`src/rtl/approx_mant_mul_pipe.sv`:
```
// Three-stage elastic approximate mantissa multiplier: (1.x)*(1.y) with LP0, LP1 or exact mode,
// normalised to [1,2) with the integer part reported on shift.
module approx_mant_mul_pipe #(
  parameter int WIDTH = 23,
  parameter int TRUNC = 8,
  parameter int TAG_W = 4
) (
  input  logic             clk,
  input  logic             rst,
  input  logic             in_valid,
  output logic             in_ready,
  input  logic [WIDTH-1:0] mantissa_1,
  input  logic [WIDTH-1:0] mantissa_2,
  input  logic [1:0]       mode,
  input  logic [TAG_W-1:0] in_tag,
  output logic             out_valid,
  input  logic             out_ready,
  output logic [WIDTH-1:0] mantissa_out,
  output logic [1:0]       shift,
  output logic [TAG_W-1:0] out_tag
);

  localparam int PW = 2*WIDTH + 2;
  localparam logic [WIDTH-1:0] TRUNC_MASK = {WIDTH{1'b1}} << (WIDTH - TRUNC);

  logic             v1, v2, v3;
  logic             en1, en2, en3;
  logic [WIDTH-1:0] x1, y1;
  logic [1:0]       mode1;
  logic [TAG_W-1:0] tag1, tag2, tag3;
  logic [WIDTH:0]   sum2;
  logic [2*WIDTH-1:0] pp2;
  logic [WIDTH-1:0] mant3;
  logic [1:0]       shift3;

  logic [2*WIDTH-1:0] pp_full, pp_trunc, pp_sel;
  logic [PW-1:0]      prod;
  logic [WIDTH-1:0]   mant_n;
  logic [1:0]         shift_n;
  logic               unused_prod_lsbs;

  // Ready chain depends only on stage occupancy and out_ready so bubbles collapse.
  assign en3      = ~v3 | out_ready;
  assign en2      = ~v2 | en3;
  assign en1      = ~v1 | en2;
  assign in_ready = en1;

  always_comb begin
    pp_full  = {{WIDTH{1'b0}}, x1} * {{WIDTH{1'b0}}, y1};
    pp_trunc = {{WIDTH{1'b0}}, x1 & TRUNC_MASK} * {{WIDTH{1'b0}}, y1 & TRUNC_MASK};
    case (mode1)
      2'd0:    pp_sel = '0;
      2'd1:    pp_sel = pp_trunc;
      default: pp_sel = pp_full;
    endcase
  end

  // prod holds 1 + X + Y + partial product with 2 integer and 2*WIDTH fraction bits.
  always_comb begin
    prod = {2'b01, {(2*WIDTH){1'b0}}}
         + {1'b0, sum2, {WIDTH{1'b0}}}
         + {2'b00, pp2};
    shift_n = prod[PW-1:PW-2];
    if (prod[PW-1]) mant_n = prod[2*WIDTH:WIDTH+1];
    else            mant_n = prod[2*WIDTH-1:WIDTH];
  end

  assign unused_prod_lsbs = ^prod[WIDTH-1:0];

  always_ff @(posedge clk) begin
    if (rst) begin
      v1     <= 1'b0;
      v2     <= 1'b0;
      v3     <= 1'b0;
      x1     <= '0;
      y1     <= '0;
      mode1  <= '0;
      tag1   <= '0;
      sum2   <= '0;
      pp2    <= '0;
      tag2   <= '0;
      mant3  <= '0;
      shift3 <= '0;
      tag3   <= '0;
    end else begin
      if (en1) begin
        v1 <= in_valid;
        if (in_valid) begin
          x1    <= mantissa_1;
          y1    <= mantissa_2;
          mode1 <= mode;
          tag1  <= in_tag;
        end
      end
      if (en2) begin
        v2 <= v1;
        if (v1) begin
          sum2 <= {1'b0, x1} + {1'b0, y1};
          pp2  <= pp_sel;
          tag2 <= tag1;
        end
      end
      if (en3) begin
        v3 <= v2;
        if (v2) begin
          mant3  <= mant_n;
          shift3 <= shift_n;
          tag3   <= tag2;
        end
      end
    end
  end

  assign out_valid    = v3;
  assign mantissa_out = mant3;
  assign shift        = shift3;
  assign out_tag      = tag3;

endmodule

```
`config.mk`:
```
export PLATFORM = sky130hd
export DESIGN_NAME = approx_mant_mul_pipe
export DESIGN_NICKNAME = d
export VERILOG_FILES = /design/src/rtl/approx_mant_mul_pipe.sv
export SDC_FILE = /design/constraint.sdc
export NUM_CORES = 2
export LEC_CHECK = 0
export ABC_CLOCK_PERIOD_IN_PS = 7200
export BUFFER_PORTS_ARGS = -buffer_cell sky130_fd_sc_hd__buf_4
export CORE_MARGIN = 3
export CORE_UTILIZATION = 50
export CTS_CLUSTER_DIAMETER = 80
export DETAILED_ROUTE_END_ITERATION = 12
export PLACE_DENSITY = 0.76
export SLEW_MARGIN = 20
export SYNTH_ARGS = -nofsm -noshare
export SYNTH_HDL_FRONTEND = slang
export SYNTH_SLANG_ARGS = --single-unit
```
`constraint.sdc`:
```
create_clock -name clk -period 7.2 [get_ports clk]
set_clock_uncertainty 0.15 [all_clocks]
set_input_delay 1.44 -clock clk [delete_from_list [all_inputs] [get_ports clk]]
set_output_delay 1.44 -clock clk [all_outputs]
set_load 0.02 [all_outputs]
```
==> flow_metrics.env <==
export IMPL_htree_levels=4
export IMPL_p_leak_uw=0.0143
export IMPL_die_area_sq_um=53500
export IMPL_cts_max_path_buffers=2
export IMPL_cp_max_fo=8
export IMPL_critPathArrivalTime_ns=7.23
export IMPL_via_per_inst=5.49
export IMPL_die_h_microns=231
export IMPL_slew_violations=0
export IMPL_fin_util=0.581
export IMPL_met2_usage=0.439
export IMPL_status="complete, no violations"
export IMPL_clock_latency_ns=0.48
export IMPL_finalHoldViolCount=0
export IMPL_hold_buffers=0
export IMPL_hp_class="reg2reg"
export IMPL_met1_usage=0.390
export IMPL_drtIter0Drc=1797
export IMPL_ys_flop_type="dfxtp_1"
export IMPL_grt_pass1_vias=21600
export IMPL_tightest_slew_ns=1.04
export IMPL_worstPathRequired_ns=7.40
export IMPL_cts_sinks=135
export IMPL_drt_wl_total_microns=73000
export IMPL_grt_max_degree=68
export IMPL_ctsRootBufferMaster="clkbuf_16"
export IMPL_syn_inst=3018
export IMPL_fin_nets=3901
export IMPL_dp_hpwl_microns=59100
export IMPL_placed_area_sq_um=27800
export IMPL_core_sq_um=49600
export IMPL_cap_violations=0
export IMPL_powerDensity_nw_per_um2=110
export IMPL_synth_seq_area_share=0.106
export IMPL_crit_slowest_cell="fa_1"
export IMPL_synth_area_per_cell_sq_um=8.41
export IMPL_relSlewSlack=0.305
export IMPL_max_stage_delay_ns=0.62
export IMPL_reg2reg_from="x1[6]"
export IMPL_postRouteAntennaNets=0
export IMPL_grt_overflow=0
export IMPL_max_freq_mhz=142
export IMPL_antenna_cells=0
export IMPL_hp_start="tag1[1]"
export IMPL_finish_instance_area_sq_um=28800
export IMPL_yosys_warnings=0
export IMPL_ir_drop_v=0.000198
export IMPL_cp_top_family="adder cells"
export IMPL_pin_count=87
export IMPL_cts_tree="yes"
export IMPL_die_width_microns=231
export IMPL_setup_viol=0
export IMPL_portBuffers=86
export IMPL_criticalPathCategory="reg2reg"
export IMPL_holdWs_ns=0.303
export IMPL_grt_pass1_wl_microns=117000
export IMPL_drive_gt1_frac=0.124
export IMPL_p_total_uw=3170
export IMPL_path_clk_slew_ns=0.07
export IMPL_row_count=81
export IMPL_cp_startpoint="x1[6]"
export IMPL_synth_distinct_cells=70
export IMPL_rsz0062_at_grt="true"
export IMPL_initial_core_util=0.512
export IMPL_cp_end_kind="flop"
export IMPL_cp_start_kind="flop"
export IMPL_syn_area_sq_um=25400
export IMPL_ys_ff_latch=135
export IMPL_fill_cells=4224
export IMPL_areaGrowthSynthToFinish_pct=13.3
export IMPL_use_met3=0.0556
export IMPL_grt_most_used_layer="met2"
export IMPL_wire_per_inst_microns=19.1
export IMPL_syn_num_nets=3768
export IMPL_async_flop_share=0
export IMPL_synth_edf_count=0
export IMPL_place_gp_congestion=0.943
export IMPL_fin_crit_sh=0.975
export IMPL_antenna_found_initial=0
export IMPL_cp_common_cell="fa_1"
export IMPL_firstDrtPassIters=8
export IMPL_critPathBufInv=7
export IMPL_numCtsBuffers=17
export IMPL_grt_usage=0.278
export IMPL_drc_errors=0
export IMPL_vias=21000
export IMPL_fin_crit_ns=7.02
## registers in the layout, indices dropped and copies added (netlist names)
name	cells
sum2	24
mantissa_out	23
pp2	23
x1	23
y1	23
out_tag	4
tag1	4
tag2	4
mode1	2
shift	2
out_valid	1
v1	1
v2	1
## through the flow
step	cells	worst slack (ns)	TNS [ns]
6_report	3828	0.178	0
5_1_grt	3828	-0.0574	-0.205
4_1_cts	3819	0.0125	0
3_5_place_dp	3787	-0.0147	-0.0156
3_3_place_gp	3787	0.0290	0
2_1_floorplan	3018	0.254	0
## power by group
| group | total, uW | switching (uW) | internal, uW |
|---|---|---|---|
| combinational | 1370 | 813 | 561 |
| clock | 960 | 433 | 528 |
| sequential | 838 | 53.2 | 785 |
## timing repair
item / in CTS / in global routing
resized for setup: 1 / 89
gates cloned: 0 / 1
setup buffers: 0 / 8
endpoints found under the setup margin: 4 / 20
pin swaps: 0 / 38
## cells in the final DEF (no fill, tap or decap), types with 6 or more instances in the layout
| master | n |
|---|---|
| a211oi_1 | 23 |
| a21o_1 | 47 |
| a21oi_1 | 160 |
| a31oi_1 | 18 |
| and2_1 | 230 |
| and3_1 | 8 |
| buf_12 | 12 |
| buf_4 | 250 |
| buf_6 | 9 |
| clkbuf_16 | 18 |
| dfxtp_1 | 107 |
| dfxtp_2 | 20 |
| dfxtp_4 | 8 |
| fa_1 | 453 |
| ha_1 | 231 |
| inv_1 | 578 |
| nand2_1 | 495 |
| nand2b_1 | 14 |
| nand3_1 | 30 |
| nand4_1 | 15 |
| nor2_1 | 78 |
| nor2b_1 | 13 |
| nor3_1 | 24 |
| nor4_1 | 7 |
| o211ai_1 | 8 |
| o21a_1 | 13 |
| o21ai_0 | 75 |
| o21bai_1 | 9 |
| o22ai_1 | 7 |
| or2_2 | 6 |
| xnor2_1 | 39 |
| xor2_1 | 17 |
## cell usage after synthesis (4+ instances only)
cell | instances | share of area
nor4b_1 | 5 | 0.0017
and2_1 | 231 | 0.057
nand2_1 | 499 | 0.074
o211ai_1 | 8 | 0.0024
o21ai_0 | 78 | 0.015
a21o_1 | 47 | 0.014
a22oi_1 | 5 | 0.0015
a2111oi_0 | 5 | 0.0017
or2_2 | 6 | 0.0015
o22ai_1 | 7 | 0.0017
a211oi_1 | 25 | 0.0074
nor4_1 | 9 | 0.0022
clkbuf_1 | 151 | 0.022
o31ai_1 | 5 | 0.0015
nor3_1 | 25 | 0.0049
nand4_1 | 15 | 0.0037
o31a_1 | 4 | 0.0014
inv_1 | 578 | 0.085
fa_1 | 458 | 0.36
nand3_1 | 30 | 0.0059
or3_1 | 5 | 0.0012
nand2b_1 | 14 | 0.0034
and4_1 | 4 | 0.0014
a31oi_1 | 20 | 0.0049
o21a_1 | 13 | 0.0038
xnor2_1 | 39 | 0.013
dfxtp_1 | 135 | 0.11
a31o_2 | 4 | 0.0014
xor2_1 | 17 | 0.0059
nor2b_1 | 14 | 0.0034
ha_1 | 236 | 0.12
and3_1 | 8 | 0.0020
nor2_1 | 79 | 0.012
a221oi_1 | 8 | 0.0028
o21bai_1 | 9 | 0.0027
a41oi_1 | 4 | 0.0014
a21oi_1 | 164 | 0.032
## tightest hold or removal path: cells and delay by family, from the launching register on
| family | cells | cell delay [ns] |
|---|---|---|
| compound gates | 1 | 0.05 |
| simple gates | 1 | 0.05 |
| flops | 1 | 0.31 |
## cells by family (layout without fill, tap and decap cells)
group / after synthesis / after routing / share of synthesized area
xor+xnor: 56 / 56 / 0.0193
compound gates: 437 / 437 / 0.108
flops: 135 / 135 / 0.106
buf+inv: 736 / 882 / 0.109
mux: 5 / 5 / 0.00212
simple gates: 955 / 955 / 0.177
fa+ha+maj: 694 / 694 / 0.477
## path summary, 6_finish.rpt
check,end,slack (ns),cells past startpoint
setup reg to reg,pp2[45],0.18,25
hold reg to reg,tag2[1],0.30,2
setup / recovery,pp2[45],0.18,25
hold / removal,tag2[1],0.30,2
## routing by layer
layer / up-vias / wire, microns
met5: - / 0
met4: 0 / 2150
met3: 138 / 6490
met2: 885 / 33400
met1: 10400 / 31000
li1: 9645 / -
## area by class of cell
type | count | area, sq um | area share
multi-input cells | 2147 | 20200 | 0.701
flip-flops and latches | 135 | 2760 | 0.0958
repair buffers | 272 | 2240 | 0.0780
inverters | 578 | 2170 | 0.0754
well taps | 664 | 831 | 0.0289
clock buffers | 18 | 429 | 0.0149
clock inverters | 14 | 181 | 0.00631
Note: power is estimated with default switching activity, not from simulation.
